--- src/rtl/wb_pkg.sv ---
// Shared constants and the writeback entry type for the register-file writeback arbiter.
package wb_pkg;

    localparam int REG_ZERO = 0;
    localparam int WB_DEPTH = 4;
    localparam int WB_AW    = 5;
    localparam int WB_DW    = 32;

    typedef struct packed {
        logic [WB_AW-1:0] regAddr;
        logic [WB_DW-1:0] data;
    } wb_entry_t;

endpackage

--- src/rtl/wb_fifo.sv ---
// Circular buffer for secondary writebacks; entries are presented oldest-first so
// index 0 is always the head. clrn is an active-high synchronous clear.
module wb_fifo #(
    parameter int DEPTH = 4,
    parameter int AW    = 5,
    parameter int DW    = 32
) (
    input  logic                         clk,
    input  logic                         clrn,
    input  logic                         push,
    input  logic [AW-1:0]                pushReg,
    input  logic [DW-1:0]                pushData,
    input  logic                         pop,
    output logic [$clog2(DEPTH+1)-1:0]   count,
    output logic [DEPTH-1:0][AW-1:0]     entryReg,
    output logic [DEPTH-1:0][DW-1:0]     entryData,
    output logic [DEPTH-1:0]             entryValid
);

    localparam int PW = $clog2(DEPTH);
    localparam int CW = $clog2(DEPTH+1);

    logic [AW-1:0] regMem  [DEPTH];
    logic [DW-1:0] dataMem [DEPTH];
    logic [PW-1:0] rdPtr;
    logic [PW-1:0] wrPtr;
    logic          doPush;
    logic          doPop;

    assign doPush = push && (count < CW'(DEPTH));
    assign doPop  = pop && (count != '0);

    always_ff @(posedge clk) begin
        if (clrn) begin
            rdPtr <= '0;
            wrPtr <= '0;
            count <= '0;
        end else begin
            if (doPush) wrPtr <= wrPtr + 1'b1;
            if (doPop)  rdPtr <= rdPtr + 1'b1;
            if (doPush && !doPop)      count <= count + 1'b1;
            else if (doPop && !doPush) count <= count - 1'b1;
        end
    end

    // Storage needs no reset: validity comes solely from the occupancy count.
    always_ff @(posedge clk) begin
        if (doPush) begin
            regMem[wrPtr]  <= pushReg;
            dataMem[wrPtr] <= pushData;
        end
    end

    always_comb begin
        for (int k = 0; k < DEPTH; k++) begin
            entryReg[k]   = regMem[rdPtr + PW'(k)];
            entryData[k]  = dataMem[rdPtr + PW'(k)];
            entryValid[k] = CW'(k) < count;
        end
    end

endmodule

--- src/rtl/regfile_wb_arbiter.sv ---
// Merges ALU (priority) and mult/div (FIFO-buffered) writebacks onto the register file
// write port and flags read hazards. Define WB_BYPASS_EN to add forwarding outputs.
module regfile_wb_arbiter
    import wb_pkg::*;
#(
    parameter int DEPTH = WB_DEPTH,
    parameter int AW    = WB_AW,
    parameter int DW    = WB_DW
) (
    input  logic                         clock,
    input  logic                         ctrl_reset,
    input  logic                         p_valid,
    input  logic [AW-1:0]                p_reg,
    input  logic [DW-1:0]                p_data,
    input  logic                         s_valid,
    output logic                         s_ready,
    input  logic [AW-1:0]                s_reg,
    input  logic [DW-1:0]                s_data,
    input  logic [AW-1:0]                q_regA,
    input  logic [AW-1:0]                q_regB,
    output logic                         hazardA,
    output logic                         hazardB,
    output logic                         ctrl_writeEnable,
    output logic [AW-1:0]                ctrl_writeReg,
    output logic [DW-1:0]                data_writeReg,
`ifdef WB_BYPASS_EN
    output logic                         fwdA_valid,
    output logic [DW-1:0]                fwdA_data,
    output logic                         fwdB_valid,
    output logic [DW-1:0]                fwdB_data,
`endif
    output logic [$clog2(DEPTH+1)-1:0]   fifo_count
);

    localparam int CW = $clog2(DEPTH+1);

    logic                     primarySel;
    logic                     fifoPush;
    logic                     fifoPop;
    logic [DEPTH-1:0][AW-1:0] entryReg;
    logic [DEPTH-1:0][DW-1:0] entryData;
    logic [DEPTH-1:0]         entryValid;
    logic                     rawHazardA;
    logic                     rawHazardB;

    assign primarySel = p_valid && (p_reg != AW'(REG_ZERO));
    assign s_ready    = !ctrl_reset && (fifo_count < CW'(DEPTH));
    assign fifoPush   = s_valid && s_ready && (s_reg != AW'(REG_ZERO));
    assign fifoPop    = !primarySel && entryValid[0];

    wb_fifo #(.DEPTH(DEPTH), .AW(AW), .DW(DW)) fifo (
        .clk        (clock),
        .clrn       (ctrl_reset),
        .push       (fifoPush),
        .pushReg    (s_reg),
        .pushData   (s_data),
        .pop        (fifoPop),
        .count      (fifo_count),
        .entryReg   (entryReg),
        .entryData  (entryData),
        .entryValid (entryValid)
    );

    // Idle slots keep address/data so the register file sees a stable bus.
    always_ff @(posedge clock) begin
        if (ctrl_reset) begin
            ctrl_writeEnable <= 1'b0;
            ctrl_writeReg    <= '0;
            data_writeReg    <= '0;
        end else if (primarySel) begin
            ctrl_writeEnable <= 1'b1;
            ctrl_writeReg    <= p_reg;
            data_writeReg    <= p_data;
        end else if (fifoPop) begin
            ctrl_writeEnable <= 1'b1;
            ctrl_writeReg    <= entryReg[0];
            data_writeReg    <= entryData[0];
        end else begin
            ctrl_writeEnable <= 1'b0;
        end
    end

    always_comb begin
        rawHazardA = 1'b0;
        rawHazardB = 1'b0;
        for (int k = 0; k < DEPTH; k++) begin
            if (entryValid[k] && entryReg[k] == q_regA) rawHazardA = 1'b1;
            if (entryValid[k] && entryReg[k] == q_regB) rawHazardB = 1'b1;
        end
        if (ctrl_writeEnable && ctrl_writeReg == q_regA) rawHazardA = 1'b1;
        if (ctrl_writeEnable && ctrl_writeReg == q_regB) rawHazardB = 1'b1;
        if (q_regA == AW'(REG_ZERO)) rawHazardA = 1'b0;
        if (q_regB == AW'(REG_ZERO)) rawHazardB = 1'b0;
    end

`ifdef WB_BYPASS_EN
    // Output stage is oldest; later FIFO slots overwrite so the newest match wins.
    always_comb begin
        fwdA_valid = 1'b0;
        fwdA_data  = '0;
        fwdB_valid = 1'b0;
        fwdB_data  = '0;
        if (ctrl_writeEnable && ctrl_writeReg == q_regA) begin
            fwdA_valid = 1'b1;
            fwdA_data  = data_writeReg;
        end
        if (ctrl_writeEnable && ctrl_writeReg == q_regB) begin
            fwdB_valid = 1'b1;
            fwdB_data  = data_writeReg;
        end
        for (int k = 0; k < DEPTH; k++) begin
            if (entryValid[k] && entryReg[k] == q_regA) begin
                fwdA_valid = 1'b1;
                fwdA_data  = entryData[k];
            end
            if (entryValid[k] && entryReg[k] == q_regB) begin
                fwdB_valid = 1'b1;
                fwdB_data  = entryData[k];
            end
        end
        if (q_regA == AW'(REG_ZERO)) fwdA_valid = 1'b0;
        if (q_regB == AW'(REG_ZERO)) fwdB_valid = 1'b0;
    end

    assign hazardA = rawHazardA && !fwdA_valid;
    assign hazardB = rawHazardB && !fwdB_valid;
`else
    assign hazardA = rawHazardA;
    assign hazardB = rawHazardB;
`endif

endmodule
--- config.mk ---
export PLATFORM = sky130hd
export DESIGN_NAME = regfile_wb_arbiter
export DESIGN_NICKNAME = d
export VERILOG_FILES = /design/src/rtl/wb_pkg.sv /design/src/rtl/wb_fifo.sv /design/src/rtl/regfile_wb_arbiter.sv
export SDC_FILE = /design/constraint.sdc
export NUM_CORES = 1
export LEC_CHECK = 0
export CORE_ASPECT_RATIO = 1.5
export CORE_MARGIN = 5
export CORE_UTILIZATION = 50
export CTS_BUF_LIST = sky130_fd_sc_hd__clkbuf_8
export DETAILED_ROUTE_END_ITERATION = 10
export HOLD_SLACK_MARGIN = 0.08
export PLACE_DENSITY = 0.78
export SLEW_MARGIN = 30
export SYNTH_ARGS = -nofsm -noshare
export SYNTH_HDL_FRONTEND = slang
export SYNTH_SLANG_ARGS = --single-unit
--- constraint.sdc ---
create_clock -name clock -period 2.6 [get_ports clock]
set_input_delay 0.52 -clock clock [delete_from_list [all_inputs] [get_ports clock]]
set_output_delay 0.52 -clock clock [all_outputs]
set_load 0.05 [all_outputs]
==> results.toml <==
[layout]
diodes = 0
num-nets-final = 821
multi_input_area_mm2 = 0.003045
final_layout_size_suffix_gt1_share_pct = 24.97
nFillCells = 1162
area_growth_pct = 30.70
ff_latch_area_mm2 = 0.005395

[yosys]
seq_area_frac_synth_pct = 62.99
yosys_warnings = 0
synth_xor_area_share_pct = 5.532
yosys.area_share.simple_pct = 4.449
synth.area.mux_share_pct = 18.62
synth.top_cell.area_share_pct = 51.98
synth_compound_area_share_pct = 4.610
synth_nets = 637
yosys.area_share.adder_pct = 1.317
synth_edf_count = 148
ys_ff_latch = 195
ys.flop_type = "edfxtp_1"
synth_top_area_cell = "edfxtp_1"
yosys-top-cells-area = "edfxtp_1 52%, mux4_2 13%, dfxtp_1 11%"
ys_async_sr_fraction_pct = 0
synthCells = 540
synth_top_family_by_area = "multiplexers"
yosysUniqueCellTypes = 35
syn_area_mm2 = 0.008549
syn_area_per_cell_um2 = 15.83

[power_and_ir_drop]
seq_power_share_pct = 40.9
power_density_mw_per_mm2 = 844.6
p_clk_share_pct = 19.2
power_frac_comb_pct = 39.9
switching_share_pct = 34.69
ir_drop_uv = 623.7
p_sw_mw = 3.274
leakage_nw = 3.909
internal-power_mw = 6.164

[critical_path]
critPathKind = "reg2out"
rrSetupSlack_ns = 0.54
cp_max_fo = 8
worstPathRequired_ns = 2.08
rr_worst_depth = 6
critPathLaunchType = "flip-flop"
arrival_ns = 2.63
end_kind = "primary output"
r2r_end = "ctrl_writeReg[4]"
reg2reg_from = "fifo.count[0]"

[place]
gp_congestion = 0.9106
hpwl_um = 14530
io_buffers = 131
place_ws_ns = -0.3828

[cts]
clkSlewWorstSetupHoldPaths_ns = 0.10
cts_sinks = 195
cts-buffers-inserted = 17
postCtsHoldBufs = 0
cts.path.max_buffers = 2
cts_max_level = 4
insertion_delay_ns = 0.45
tritoncts = "built"
cts_root_buf = "clkbuf_8"

[drt]
first_pass_iters = 4
via_per_inst = 5.611
vias = 5314
drcViolationCount = 0
dr.first_iter.drc_count = 244
final_antenna_net_count = 0
wl_per_cell_um = 20.95
routed_wl_um = 19840

[floorplan]
die_area_mm2 = 0.01987
row_count = 58
die_w_um = 116.8
die_y_um = 170.2
start_util_pct = 51.00
top_level_ports = 132
core_mm2 = 0.01676

[timing]
hold_slack_ns = 0.5695
post-route-period-util_pct = 121.3
rsz0062_at_grt = "true"
fin_skew_ns = 0.02184
final-setup-viol-count = 2
finalWorstSetupSlack_ns = -0.5531
tightestPinTransition_ns = 0.5769
relSlewSlack_pct = 61.42
period_needed_ns = 3.153
maxSlewViolCount = 0
clock.fmax_mhz = 317.1
hold_viol = 0

[job]
cap_violations = 0

[status]
violations = "setup timing"
status = "finished with violations"

[min_path]
hold_start = "data_writeReg[20]"
hold-path-cell-count = 2
hp-class = "reg2reg"
min_to = "data_writeReg[20]"

[global_route]
grt_overflow = 0
track_usage_pct = 20.55
grt_pass1_vias = 5729
antenna_found_initial = 0
grt_max_degree = 47
grt_pass1_wl_um = 30720
layout make-up:
cell class / instances / share of cell area (%)
Clock buffer: 17 / 2.094
Clock inverter: 15 / 1.310
Inverter: 7 / 0.2351
Multi-Input combinational cell: 298 / 27.25
Sequential cell: 195 / 48.28
Tap cell: 210 / 2.351
Timing Repair Buffer: 205 / 18.47
critical path, stage by stage, from the launching register on:
cell and delay, ns:
dfxtp_4 0.44, mux4_2 0.57, xnor2_1 0.15, nand4_1 0.10, nor3_1 0.05, or4_1 0.54, o22a_4 0.20, buf_6 0.15
flip-flops by register name (all words and copies together), names as in the netlist, named ones only:
register	cells
ctrl_writeEnable	1
ctrl_writeReg	5
data_writeReg	32
fifo.count	3
fifo.dataMem	128
fifo.rdPtr	2
fifo.regMem	20
fifo.wrPtr	2
repair_timing:
item	CTS	global route
pin swaps	7	4
endpoints found under the setup margin	2	2
setup buffers	7	5
resized for setup	17	2
cloned	1	0
Yosys cell counts, drive strengths merged, types with 2 or more instances:
master,instances
or3,2
clkbuf,20
o21ai,2
ha,9
a22oi,2
a21oi,10
or4,4
buf,20
and2,4
mux4,50
xor2,20
mux2,4
xnor2,34
nor4,3
inv,7
a211oi,36
dfxtp,47
and3,2
nand2,4
nand4,5
mux2i,42
nor2,50
nor3,8
edfxtp,148
worst max-delay path by stage:
| stage | from | endpoint | slack [ns] | cells after the start |
|---|---|---|---|---|
| floorplan | fifo.count[2] | fifo.dataMem[0][0] | -0.03 | 5 |
| global placement | q_regA[0] | hazardA | -0.33 | 8 |
| detailed placement | q_regA[0] | hazardA | -0.38 | 8 |
| CTS | fifo.rdPtr[0] | hazardA | -0.62 | 8 |
| global route | fifo.rdPtr[0] | hazardA | -0.69 | 8 |
| finish | flip-flop | hazardA | -0.55 | 7 |
through the flow:
stage          total power [mW]  cell area (µm²)  instances  util (%)  TNS (ns)
2_1_floorplan             6.329             8581        540         -    -4.686
3_3_place_gp              7.424            10590        902     63.18   -0.9914
3_5_place_dp              7.513            10590        902     63.18    -2.659
4_1_cts                   9.488            11130        942     66.39    -1.079
5_1_grt                   9.886            11170        947     66.66    -1.277
6_report                  9.438            11170        947     66.66    -1.016
per-layer routing:
| metal | vias up | track usage, % | share of wire, % |
|---|---|---|---|
| li1 | 2463 | - | - |
| met5 | - | 0 | 0 |
| met3 | 33 | 3.735 | 3.9 |
| met1 | 2679 | 22.28 | 36 |
| met2 | 139 | 38.59 | 57 |
| met4 | 0 | 8.234 | 3.4 |
power groups by stage:
stage | combinational [mW] | sequential, mW | clock (mW)
2_1_floorplan | 2.00 | 4.33 | 0
5_1_grt | 3.98 | 3.90 | 2.01
4_1_cts | 3.76 | 3.86 | 1.87
6_report | 3.76 | 3.86 | 1.82
3_3_place_gp | 3.52 | 3.90 | 0
3_5_place_dp | 3.59 | 3.92 | 0
cells by family (layout without fill, tap and decap cells):
kind of cell               Yosys count  after routing
and+or+nand+nor                     83             83
adders and majority gates            9              9
DFF                                195            195
muxes                               96             96
buffers and inverters               47            244
xor gates and xnor gates            54             54
AOI/OAI and AO/OA                   56             56
cells in the final DEF, fill, tap and decap left out, drive strengths merged:
master         synthesis  layout
a21oi                 10      10
nand2                  4       4
dfxtp                 47      47
a22oi                  2       2
xnor2                 34      34
nor2                  50      50
nand4                  5       5
edfxtp               148     148
nor3                   8       8
inv                    7      17
nand3b                 1       1
clkinv                 0       5
a211oi                36      36
o2111ai                1       1
o22a                   1       1
a2111oi                1       1
o31ai                  1       1
ha                     9       9
and2                   4       4
mux4                  50      50
nor4                   3       3
and3                   2       2
a211o                  1       1
buf                   20      78
or4                    4       4
clkbuf                20      17
mux2i                 42      42
clkdlybuf4s50          0     127
mux2                   4       4
o21ai                  2       2
a31oi                  1       1
xor2                  20      20
or3                    2       2
(Power assumes the default switching activity.)
